$ cat config.mk
export PLATFORM = sky130hd
export DESIGN_NAME = mem_arbiter
export DESIGN_NICKNAME = d
export VERILOG_FILES = /design/src/rtl/mem_bus_pkg.sv /design/src/rtl/mem_port_buffer.sv /design/src/rtl/mem_arbiter.sv
export SDC_FILE = /design/constraint.sdc
export NUM_CORES = 1
export LEC_CHECK = 0
export CORE_MARGIN = 2
export CORE_UTILIZATION = 39
export CTS_BUF_LIST = sky130_fd_sc_hd__clkbuf_4 sky130_fd_sc_hd__clkbuf_8
export CTS_CLUSTER_DIAMETER = 30
export CTS_CLUSTER_SIZE = 24
export DETAILED_ROUTE_END_ITERATION = 8
export PLACE_DENSITY = 0.92
export SYNTH_ARGS = -nofsm -noshare
export SYNTH_HDL_FRONTEND = slang
export SYNTH_SLANG_ARGS = --single-unit
$ cat constraint.sdc
create_clock -name clk_i -period 4.7 [get_ports clk_i]
set_input_delay 0.94 -clock clk_i [delete_from_list [all_inputs] [get_ports clk_i]]
set_output_delay 0.94 -clock clk_i [all_outputs]
set_load 0.005 [all_outputs]
$ cat src/rtl/mem_bus_pkg.sv
// Shared types for the CPU memory arbiter.
// Arbiter state encoding and the full-word byte-enable constant.
package mem_bus_pkg;

  typedef enum logic [1:0] {
    IDLE  = 2'd0,
    DATA  = 2'd1,
    INSTR = 2'd2
  } arb_state_e;

  localparam logic [3:0] BE_ALL = 4'hF;

endpackage

$ cat src/rtl/mem_port_buffer.sv
// Completion flag and response word for one CPU memory port.
// Ports: clk_i, rst_i, set_i (complete), clr_i (advance), data_i -> done_o, rdata_o.
module mem_port_buffer (
  input  logic        clk_i,
  input  logic        rst_i,
  input  logic        set_i,
  input  logic        clr_i,
  input  logic [31:0] data_i,
  output logic        done_o,
  output logic [31:0] rdata_o
);

  logic        done_q;
  logic        done_d;
  logic [31:0] rdata_q;
  logic [31:0] rdata_d;

  always_comb begin
    done_d  = done_q;
    rdata_d = rdata_q;
    if (clr_i) begin
      done_d = 1'b0;
    end
    if (set_i) begin
      done_d  = 1'b1;
      rdata_d = data_i;
    end
  end

  always_ff @(posedge clk_i or posedge rst_i) begin
    if (rst_i) begin
      done_q  <= 1'b0;
      rdata_q <= 32'h0;
    end else begin
      done_q  <= done_d;
      rdata_q <= rdata_d;
    end
  end

  assign done_o  = done_q;
  assign rdata_o = rdata_q;

endmodule

$ cat src/rtl/mem_arbiter.sv
// Serialises CPU fetch and data ports onto one memory bus (data first).
// Ports: CPU instr/data ports, mem_* bus, err_o timeout pulse, stall_cnt_o.
module mem_arbiter
  import mem_bus_pkg::*;
#(
  parameter int TIMEOUT = 255,
  parameter int CNT_W   = 32
) (
  input  logic             clk_i,
  input  logic             rst_i,
  input  logic             instr_mem_rd_i,
  input  logic [31:0]      instr_mem_addr_i,
  output logic [31:0]      instr_mem_data_o,
  output logic             instr_mem_ready_o,
  input  logic             data_mem_rd_i,
  input  logic             data_mem_wr_i,
  input  logic [31:0]      data_mem_addr_i,
  input  logic [31:0]      data_mem_data_i,
  input  logic [3:0]       byte_select_i,
  output logic [31:0]      data_mem_data_o,
  output logic             data_mem_ready_o,
  output logic             mem_req_o,
  output logic             mem_we_o,
  output logic [31:0]      mem_addr_o,
  output logic [31:0]      mem_wdata_o,
  output logic [3:0]       mem_be_o,
  input  logic [31:0]      mem_rdata_i,
  input  logic             mem_ack_i,
  output logic             err_o,
  output logic [CNT_W-1:0] stall_cnt_o
);

  localparam int WW = (TIMEOUT > 1) ? $clog2(TIMEOUT) : 1;
  localparam logic [WW-1:0] WAIT_LAST = WW'(TIMEOUT - 1);
  localparam logic [WW-1:0] WAIT_ONE = WW'(1);
  localparam logic [CNT_W-1:0] CNT_ONE = CNT_W'(1);

  arb_state_e       state_q;
  arb_state_e       state_d;
  logic [WW-1:0]    wait_q;
  logic [WW-1:0]    wait_d;
  logic             err_q;
  logic             err_d;
  logic [CNT_W-1:0] stall_q;
  logic [CNT_W-1:0] stall_d;

  logic        data_req;
  logic        instr_done;
  logic        data_done;
  logic        advance;
  logic        timeout;
  logic        instr_set;
  logic        data_set;
  logic [31:0] instr_fill;
  logic [31:0] data_fill;

  assign data_req = data_mem_rd_i | data_mem_wr_i;

  assign instr_mem_ready_o = !instr_mem_rd_i | instr_done;
  assign data_mem_ready_o  = !data_req | data_done;
  assign advance = instr_mem_ready_o & data_mem_ready_o;

  // Timed-out transactions and stores return a zero word.
  assign instr_fill = timeout ? 32'h0 : mem_rdata_i;
  assign data_fill  = (timeout | data_mem_wr_i) ? 32'h0 : mem_rdata_i;

  mem_port_buffer u_instr_buf (
    .clk_i  (clk_i),
    .rst_i  (rst_i),
    .set_i  (instr_set),
    .clr_i  (advance),
    .data_i (instr_fill),
    .done_o (instr_done),
    .rdata_o(instr_mem_data_o)
  );

  mem_port_buffer u_data_buf (
    .clk_i  (clk_i),
    .rst_i  (rst_i),
    .set_i  (data_set),
    .clr_i  (advance),
    .data_i (data_fill),
    .done_o (data_done),
    .rdata_o(data_mem_data_o)
  );

  // A pending, unfinished request implies !advance, so
  // nothing is ever started in an advance cycle.
  always_comb begin
    state_d   = state_q;
    wait_d    = '0;
    err_d     = 1'b0;
    timeout   = 1'b0;
    instr_set = 1'b0;
    data_set  = 1'b0;
    unique case (state_q)
      IDLE: begin
        if (data_req && !data_done) begin
          state_d = DATA;
        end else if (instr_mem_rd_i && !instr_done) begin
          state_d = INSTR;
        end
      end
      DATA, INSTR: begin
        timeout = !mem_ack_i && (wait_q == WAIT_LAST);
        if (mem_ack_i || timeout) begin
          state_d   = IDLE;
          err_d     = timeout;
          data_set  = (state_q == DATA);
          instr_set = (state_q == INSTR);
        end else begin
          wait_d = wait_q + WAIT_ONE;
        end
      end
      default: state_d = IDLE;
    endcase
  end

  always_comb begin
    mem_req_o   = 1'b0;
    mem_we_o    = 1'b0;
    mem_addr_o  = 32'h0;
    mem_wdata_o = 32'h0;
    mem_be_o    = 4'h0;
    if (state_q == DATA) begin
      mem_req_o  = 1'b1;
      mem_we_o   = data_mem_wr_i;
      mem_addr_o = data_mem_addr_i;
      if (data_mem_wr_i) begin
        mem_wdata_o = data_mem_data_i;
        mem_be_o    = byte_select_i;
      end else begin
        mem_be_o = BE_ALL;
      end
    end else if (state_q == INSTR) begin
      mem_req_o  = 1'b1;
      mem_addr_o = instr_mem_addr_i;
      mem_be_o   = BE_ALL;
    end
  end

  always_comb begin
    stall_d = stall_q;
    if (!advance && !(&stall_q)) begin
      stall_d = stall_q + CNT_ONE;
    end
  end

  always_ff @(posedge clk_i or posedge rst_i) begin
    if (rst_i) begin
      state_q <= IDLE;
      wait_q  <= '0;
      err_q   <= 1'b0;
      stall_q <= '0;
    end else begin
      state_q <= state_d;
      wait_q  <= wait_d;
      err_q   <= err_d;
      stall_q <= stall_d;
    end
  end

  assign err_o       = err_q;
  assign stall_cnt_o = stall_q;

endmodule
=== Yosys cells after proc, flatten, opt, wreduce, memory -nomap -nowiden ===
Index checks and enable logic that the tools add are counted.

* Output and inout bits: 169
* Input bits: 138
* Register bits: 109
* Word-level logic and storage cells: 66

* Eq/ne operators: 5
* Add/subtract/negate cells: 2
* Mux-type cells: 28
* Bitwise logic cells: 5
* Reductions and logical operators: 18

{| class="wikitable"
|+ Operators by type and width
! cell !! number
|-
| $mux 32 || 6
|-
| $add 32x1->32 const B || 1
|-
| $reduce_and 32->1 || 1
|-
| $mux 8 || 2
|-
| $mux 1 || 13
|-
| $mux 4 || 3
|-
| $add 8x1->8 const B || 1
|-
| $eq 8x8->1 const B || 1
|-
| $logic_not 1->1 || 7
|-
| $mux 2 || 3
|-
| $logic_and 1x1->1 || 4
|-
| $or 1x1->1 || 4
|-
| $pmux 2 s2 || 1
|-
| $reduce_bool 2->1 || 2
|-
| $ne 3x3->1 const B || 1
|-
| $eq 2x1->1 const B || 1
|-
| $eq 2x2->1 const B || 1
|-
| $logic_not 2->1 || 1
|-
| $ne 2x2->1 const B || 1
|-
| $reduce_and 2->1 || 1
|-
| $reduce_or 2->1 || 1
|-
| $and 1x1->1 || 1
|-
| $logic_or 1x1->1 || 1
|}

=== Depth between registers and ports, before layout ===
* Depth in word-level cells: 6
* Depth in mapped cells: 7
* Depth with buffers taken out: 6

=== By module ===
Synthesis repeated with hierarchy kept, for this count alone.

* Cells, all modules: 522
* Area total of the unflattened synthesis: 5945.7 µm²

{| class="wikitable"
|+ By module, submodules not included
! module !! instances !! seq. area each (µm²) !! area each (µm²) !! cells each
|-
| mem_arbiter || 1 || 1076.0 || 3183.1 || 378
|-
| mem_port_buffer || 2 || 825.8 || 1381.3 || 72
|}

=== Worst setup path after synthesis ===
No wires, ideal clock.

* Path type: register to output
* Start: reg state_q[1]
* End: out mem_addr_o[16]
* Buffers on the path: 3
* Setup slack: 2.181 ns
* Stages on the path, launching flop included: 7
* Data arrival time: 1.579 ns
* Data required time: 3.760 ns
* Cell sequence: dfrtp_1 > inv_1 > ha_1 > clkbuf_1 > clkbuf_1 > clkbuf_1 > a22o_1

* Word-level cells in the longest chain between the ends: 3
* Elaborated cells on any way between the ends: 4

{| class="wikitable"
|+ Ends and longest elaborated chain
! item !! line !! RTL
|-
| start, declared || mem_arbiter.sv:38 || <nowiki>arb_state_e state_q;</nowiki>
|-
| start signal, assigned || mem_arbiter.sv:156 || <nowiki>state_q <= state_d;</nowiki>
|-
| $eq 2x2->1 || mem_arbiter.sv:135 || <nowiki>end else if (state_q == INSTR) begin</nowiki>
|-
| $mux 32 || mem_arbiter.sv:135 ||
|-
| $mux 32 * || mem_arbiter.sv:125 || <nowiki>if (state_q == DATA) begin</nowiki>
|-
| end, declared || mem_arbiter.sv:24 || <nowiki>output logic [31:0] mem_addr_o,</nowiki>
|}

Mark *: on every way between the ends. The rest lies on a longest branch, timed or not.

=== Worst setup path after layout ===
* Start: in data_mem_wr_i
* End: out mem_be_o[3]

* Word-level cells in the longest chain between the ends: 2

{| class="wikitable"
|+ Ends and longest elaborated chain
! item !! line !! RTL
|-
| start, declared || mem_arbiter.sv:16 || <nowiki>input logic data_mem_wr_i,</nowiki>
|-
| $mux 4 || mem_arbiter.sv:129 || <nowiki>if (data_mem_wr_i) begin</nowiki>
|-
| $mux 4 || mem_arbiter.sv:125 ||
|-
| end, declared || mem_arbiter.sv:26 || <nowiki>output logic [3:0] mem_be_o,</nowiki>
|}

Every way passes these cells.

==> flow_summary.ini <==
[floorplan]
start_util_pct = 40.0
core_um2 = 12700
ioPinCount = 307
die_x_um = 118
core.rowCount = 41
die_h_um = 118
die_area_um2 = 13900

[detailed_routing]
route.detailed.drc = 0
drt-pass1-iter-count = 5
viasPerCell = 5.47
vias = 4934
dr.first_iter.drc_count = 301
final_antenna_net_count = 0
drt_wl_total_um = 19100
drt-wirelength-per-cell_um = 21.2

[synthesis]
synthArstFlopShare_pct = 100
synth_edf_count = 0
synth_warnings = 0
synth.avg_cell_area_um2 = 11.8
netlist.area_leader.share_pct = 53.8
yosysTopAreaCell = dfrtp_1
yosys.cell_count.top_type = dfrtp_1
ys_seq_area_share_pct = 53.8
syn_area_um2 = 5070
synthTopCellsByCount = dfrtp_1, a22o_1, and3_1, xnor2_1, clkbuf_1
synth-main-ff-cell = dfrtp_1
synth.top_cells.by_area = dfrtp_1, a22o_1, and3_1, xnor2_1, clkbuf_1
ys_ff_latch = 109
synth_cell_type_count = 38
synth_fp_nets = 573
syn_inst = 429

[timing]
min_period_over_period_pct = 83.3
maxSlewViolCount = 0
fmax_ghz = 0.256
setup_tns_ns = 0
relSlewSlack_pct = 42.9
hold_viol = 0
skew_ns = 0.0101
min_period_ns = 3.91
setup_viol = 0
rsz0062_at_grt = false
setup_ws_ns = 0.786
worst_pin_slew_ns = 0.854
whs_ns = 0.500

[clock_tree]
htree_levels = 3
clkLatencyLatePin_ns = 0.37
clk_path_buf_depth = 2
clock-root-buffer = clkbuf_8
cts_made_buffers = 9
tritoncts = yes
clock-sinks = 109
cts_resized = 0
post_cts_buffers = 0
clk_pin_slew_ns = 0.10
cts_hold_buf = 0

[worst_hold_path]
min_to = u_instr_buf.done_o
hold_path_depth = 2
hold_class = flip-flop to flip-flop
min_from = u_instr_buf.done_o

[power_and_ir_drop]
p_switching_mw = 1.28
pwr-share-clk_pct = 13.2
power_frac_seq_pct = 36.9
p_per_area_nw_per_um2 = 467
internal_power_mw = 2.68
cellLeakagePower_nw = 3.65
ir_worst_vdd_mv = 0.362
combPwrFrac_pct = 49.9
p_sw_share_pct = 32.3

[grt]
grt_pass1_vias = 5017
track_usage_pct = 26.8
antenna_found_initial = 2
grt_pass1_wl_um = 29200
overflow = 0
grt_start_max_net_pins = 46

[layout]
multi_input_area_um2 = 2200
fillCellCount = 960
final_cell_area_um2 = 8470
drive_gt1_share_pct = 5.90
syn_to_final_growth_pct = 67.2
seqCellArea_um2 = 2730
fin_nets = 868
final_core_util_pct = 66.9

[critical_path]
critPathCaptureType = output port
cpMostUsedCell = clkdlybuf4s50_1
startpoint_type = input port
cp_top_family = buffers and inverters
path_cells = clkdlybuf4s50_1 -> nand2_1 -> o22a_1 -> clkdlybuf4s50_1
r2r_cells = 6
rrSetupSlack_ns = 2.45
critical_path_class = input port to output port
crit_required_ns = 3.76
path_max_fanout = 35
r2r_end = u_data_buf.rdata_o[20]
reg2reg_from = state_q[1]
arrival_ns = 2.97
slowest_stage = clkdlybuf4s50_1
cpPeakStageDelay_ns = 1.03
crit_buf_inv = 2

[placed_design]
dp_slack_ns = 0.819
dp_hpwl_um = 14500
gp_congestion = 0.913
io_buffers = 306
place_area_um2 = 8290

[flow_run]
maxCapViolCount = 0

[status]
status = completed
## cells by family (layout without fill, tap and decap cells)
kind of cell / count (synthesis) / in the layout / synth area share, %
buf+inv: 37 / 337 / 2.89
simple gates: 126 / 126 / 14.7
mux: 3 / 3 / 0.666
compound gates: 114 / 114 / 20.6
flops: 109 / 109 / 53.8
xor+xnor: 34 / 34 / 5.88
fa+ha+maj: 6 / 6 / 1.48
other cells: 0 / 1 / 0
## power by group through the flow
stage / combinational (mW) / clock, mW / sequential [mW]
finish: 1.97 / 0.523 / 1.46
global route: 2.09 / 0.579 / 1.50
global placement: 1.93 / 0 / 1.45
floorplan: 0.751 / 0 / 1.45
detailed placement: 1.98 / 0 / 1.47
CTS: 1.99 / 0.536 / 1.46
## per-stage QoR
step           power (mW)  instances
3_5_place_dp         3.45        885
6_report             3.95        902
3_3_place_gp         3.38        885
4_1_cts              3.98        901
2_1_floorplan        2.20        429
5_1_grt              4.16        901
## placed cells by master, fill, tap and decap left out, types with 2 or more instances in the layout
cell,n
a21oi_1,6
inv_6,2
clkbuf_8,9
and2_1,2
xnor2_1,25
clkdlybuf4s50_1,306
and4_1,7
nand3_1,15
xor2_1,9
nor2_1,14
inv_1,6
and3_1,37
dfrtp_1,109
o22a_1,4
buf_4,8
o211ai_2,2
ha_1,5
mux2_2,3
a22o_1,96
clkinvlp_4,2
nand2_1,23
nand4_1,14
nor3_4,2
## worst max path at each step
| stage | startpoint | to | slack [ns] | cells past startpoint |
|---|---|---|---|---|
| after floorplan | rst_i | err_o | 0.89 | 1 |
| after global placement | data_mem_wr_i | mem_be_o[2] | 0.99 | 4 |
| after detailed placement | data_mem_wr_i | mem_be_o[0] | 0.82 | 4 |
| after CTS | data_mem_wr_i | mem_be_o[0] | 0.82 | 4 |
| after global routing | data_mem_wr_i | mem_be_o[0] | 0.65 | 4 |
| final | data_mem_wr_i | mem_be_o[3] | 0.79 | 4 |
## sequential cells by signal (all words and copies together) (netlist names)
register	flops
stall_cnt_o	32
u_data_buf.rdata_o	32
u_instr_buf.rdata_o	32
wait_q	8
state_q	2
err_o	1
u_data_buf.done_o	1
u_instr_buf.done_o	1
## worst reg2reg max path, cell delays in order (launching register included)
cell and delay [ns]:
dfrtp_1 0.41, inv_1 0.09, ha_2 0.54, buf_4 0.45, o211ai_2 0.13, buf_4 0.27
a22o_1 0.27
## final cells by class
class	instances	share of cell area [%]
Sequential cell	109	32.2
Timing Repair Buffer	314	36.9
Multi-Input combinational cell	283	26.0
Clock inverter	6	0.546
Antenna cell	1	0.0295
Clock buffer	10	1.55
Inverter	7	0.340
Tap cell	172	2.54
## metal layers
layer | routed length [um] | GRT usage, % | vias to the layer above
met5 | 11 | 0 | -
met4 | 465 | 8.51 | 2
met3 | 1690 | 9.21 | 41
met2 | 9520 | 45.9 | 233
met1 | 7440 | 31.7 | 2457
li1 | - | - | 2201
(Power assumes the default switching activity.)
==> edit 1: new RTL, same flow settings <==
Register the output `stall_cnt_o` once more, with the module's reset; this adds one clock of latency there. The other outputs are not delayed to match.
--- a/src/rtl/mem_arbiter.sv
+++ b/src/rtl/mem_arbiter.sv
@@ -161,6 +161,12 @@
   end
 
   assign err_o       = err_q;
-  assign stall_cnt_o = stall_q;
+  always_ff @(posedge clk_i or posedge rst_i) begin
+    if (rst_i) begin
+      stall_cnt_o <= '0;
+    end else begin
+      stall_cnt_o <= stall_q;
+    end
+  end
 
 endmodule
Behaviour: not the same (a bounded check fails within 4 cycles, from zero or initial values and one cycle with rst_i high).
==> edit 1 against the original RTL <==
  * First-iteration DRC count up 24%
  * Area after synthesis increased by 17%
  * Sequential cell count grew 32
  * Final area increased by 14%
  * Power is 23% higher
  * Setup slack lost 0.049 ns
  * Non-clock buffer count grew 3
  * Routed wire length is 9.1% higher
  * Critical path type unchanged
  * Critical endpoint is now mem_we_o
  * Highest routed layer is now met4
==> edit 1: results (changes against the original RTL) <==
Via density = 5.421 (-0.89%)
met1 WL = 9395 um (+26%)
Final WS setup = 0.7374 ns (-0.04906 ns)
Distinct cells, synth = 40 (+5.3%)
Worst-Skew Late Latency = 0.44 ns (+0.07 ns)
Non-Filler Instances = 973 (+7.9%)
pre-CTS WS = 0.7289 ns (-0.08986 ns)
r2r setup slk = 2.34 ns (-0.11 ns)
r2r startpoint = stall_q[24]$_DFFE_PP0P_
uppermost layer routed = met4
Gate Count Post-Synth = 473 (+10%)
Slew @ Worst Pin = 0.7644 ns (-0.08938 ns)
Worst Path Arrival = 3.02 ns (+0.05 ns)
outcome = complete, no violations
H-tree levels = 4 (+1)
Largest stage delay, worst path = 0.97 ns (-0.06 ns)
crit path launch = data_mem_wr_i
leakage power = 4.284 nW (+17%)
Met3 Wirelength = 1526 um (-9.7%)
dpl cells = 942 (+6.4%)
share of layout cells above drive strength 1 = 0.07653 (+0.01755)
Worst-path clk slew = 0.08 ns (-0.02 ns)
grt met1 use = 0.3600 (+0.04281)
Fin Hold WS = 0.4346 ns (-0.06544 ns)
top cells by count, synth = 141 x dfrtp_1, 96 x a22o_1, 43 x and3_1
sequential fraction of the synthesis area = 0.5962 (+0.05806)
Placed Area = 9161 um^2 (+10%)
GRT Util Overall = 0.2582 (-0.01018)
pin count of the biggest net entering global routing = 78 (+70%)
Synth Area in Compound Gates = 0.1797 (-0.02592)
GP Congestion = 0.9327 (+2.2%)
Adder-Cell Fraction of Synth Area = 0.01268 (-0.002126)
CTS buffer count = 17 (+8)
M2 GR Usage = 0.3858 (-0.07311)
Worst Path Max Fanout = 24 (-31%)
DR WL met2 = 9410 um (-1.2%)
first-pass GRT wire length = 31860 um (+8.9%)
initial antenna violation count = 0 (-2)
Reg2Reg Depth = 5 (-1)
Critical-path top delay cell = clkdlybuf4s50_1
FF-to-FF End = stall_q[1]$_DFFE_PP0P_
Hold Path End = stall_cnt_o[30]$_DFF_PP0_
# nets final = 917 (+5.6%)
vias in the first global route = 5297 (+5.6%)
placed wire-length estimate = 15080 um (+3.7%)
hold path cells = 0 (-2)
DR WL/cell = 21.45 um (+1.1%)
peak supply drop = 0.3183 mV (-12%)
post-synthesis mux area share = 0.003805 (-0.002860)
syn nets = 617 (+7.7%)
Layout Skew = 0.01521 ns (+0.005134 ns)
crit path capture = mem_we_o
xor/xnor cell area share of the yosys netlist = 0.04884 (-0.009914)
GRT met3 Usage = 0.07538 (-0.01668)
hold_sp = stall_q[30]$_DFFE_PP0P_
drt initial violations = 374 (+24%)
Area contributors post-synth = dfrtp_1 60%, a22o_1 14%, and3_1 4.5%, xnor2_1 3.8%, nand3_1 1.9%
Net Switching = 1.432 mW (+12%)
## edit 1: cell types whose count changed after synthesis, sizes merged, moves of 2 or more
cell | unedited run | this run
dfrtp | 109 | 141
nand2 | 23 | 14
and3 | 39 | 47
nand3 | 15 | 23
buf | 6 | 12
nor2 | 14 | 10
a21boi | 0 | 2
and2 | 2 | 4
xor2 | 9 | 7
## edit 1: final cells by class
type | instances | area (um^2)
clock inverter | 10 | 187.7
timing repair buffer | 317 | 3158
antenna | 1 | 2.502
tap | 188 | 235.2
multi-input combinational | 288 | 2206
sequential | 141 | 3528
inverter | 8 | 33.78
fill | 1115 | 5413
clock buffer | 20 | 269.0
## edit 1: power by group through the flow
stage / registers [mW] / clock network, mW / logic (mW)
2_1_floorplan: 1.74 / 0 / 0.733
3_3_place_gp: 1.74 / 0 / 1.92
3_5_place_dp: 1.76 / 0 / 1.96
4_1_cts: 1.75 / 1.14 / 1.98
5_1_grt: 1.79 / 1.20 / 2.12
6_report: 1.75 / 1.12 / 1.98
==> edit 2: new RTL, same settings <==
Made on the original files. `TIMEOUT`: 255 -> 510.
--- a/src/rtl/mem_arbiter.sv
+++ b/src/rtl/mem_arbiter.sv
@@ -3,7 +3,7 @@
 module mem_arbiter
   import mem_bus_pkg::*;
 #(
-  parameter int TIMEOUT = 255,
+  parameter int TIMEOUT = 510,
   parameter int CNT_W   = 32
 ) (
   input  logic             clk_i,
Behaviour: same outputs for any inputs over 4 cycles, from zero or initial values and one cycle with rst_i high; that may be too few to reach the edited logic, so the function may still have changed.
==> edit 2 against the original RTL <==
  * Die area shrank 0.33%
  * Sequential cell count grew 1
  * Sequential share of layout area grew 0.19 points
  * Power grew 1.3%
  * Area after synthesis shrank 0.35%
  * Setup slack gained 0.30 ns
  * Count of clock-buffer cells in the layout grew 1
  * Routed wire length shrank 11%
  * Final area grew 0.31%
==> edit 2: results (changes against the original RTL) <==
outcome = complete, no violations
Slew @ Worst Pin = 1.281 ns (+0.4277 ns)
Antenna Cells = 0 (-1)
CTS sink count = 110 (+0.92%)
xor/xnor cell area share of the yosys netlist = 0.06242 (+0.003672)
number of non-clock buffers = 312 (-0.64%)
syn avg cell area = 11.59 um^2 (-1.9%)
Distinct cells, synth = 40 (+5.3%)
Area contributors post-synth = dfrtp_1 54%, a22o_1 17%, and3_1 4.2%, xnor2_1 3.5%, xor2_1 2.8%
comb_multi_in = 287 (+1.4%)
Layout Skew = 0.01389 ns (+0.003817 ns)
ClkCell Share = 0.02885 (+0.007883)
leakage power = 3.748 nW (+2.7%)
Clock Power Share = 0.170 (+0.038)
post-synthesis mux area share = 0.004459 (-0.002206)
syn nets = 580 (+1.2%)
share of layout cells above drive strength 1 = 0.05184 (-0.007143)
Layout non-clock buf frac = 0.3656 (-0.002906)
GP Congestion = 0.9359 (+2.6%)
Fillers = 958 (-0.21%)
dpl cells = 889 (+0.45%)
initial antenna violation count = 0 (-2)
sequential fraction of total cell area = 0.3238 (+0.001949)
pre-CTS WS = 1.097 ns (+0.2779 ns)
uppermost layer routed = met4
sequential fraction of the synthesis area = 0.5450 (+0.006820)
M2 GR Usage = 0.4295 (-0.02943)
Non-Filler Instances = 905 (+0.33%)
drt initial violations = 320 (+6.3%)
Worst Path Max Fanout = 19 (-46%)
DR WL met2 = 8891 um (-6.6%)
GRT Util Overall = 0.2391 (-0.02921)
pin count of the biggest net entering global routing = 90 (+96%)
clkbuf count = 11 (+1)
top cells by count, synth = 110 x dfrtp_1, 96 x a22o_1, 34 x and3_1
met1 WL = 6439 um (-13%)
Combinational Power Share = 0.472 (-0.027)
P&R area growth vs syn = 68.29%
DR WL/cell = 18.90 um (-11%)
peak supply drop = 0.2033 mV (-44%)
[edit 2: cell types whose count changed after synthesis, sizes merged, moves of 3 or more]
cell    before  now
and4         7    2
xor2         9   16
nand4b       1    4
and3        39   34
nand3       15   11
xnor2       25   20
nor2        14   24
[edit 2: final timing paths]
path	startpoint	to	slack, ns	cells past startpoint
worst max-delay path	data_mem_wr_i	mem_wdata_o[15]	1.09	4
worst min-delay path	u_instr_buf.done_o$_DFFE_PP0P_	u_instr_buf.done_o$_DFFE_PP0P_	0.50	2
worst max register to register	state_q[1]$_DFFE_PP0P_	u_data_buf.rdata_o[30]$_DFFE_PP0P_	2.10	4
min in group asynchronous	rst_i	u_data_buf.rdata_o[14]$_DFFE_PP0P_	1.19	2
worst min register to register	u_instr_buf.done_o$_DFFE_PP0P_	u_instr_buf.done_o$_DFFE_PP0P_	0.50	2
max in group asynchronous	rst_i	u_instr_buf.rdata_o[4]$_DFFE_PP0P_	2.61	3
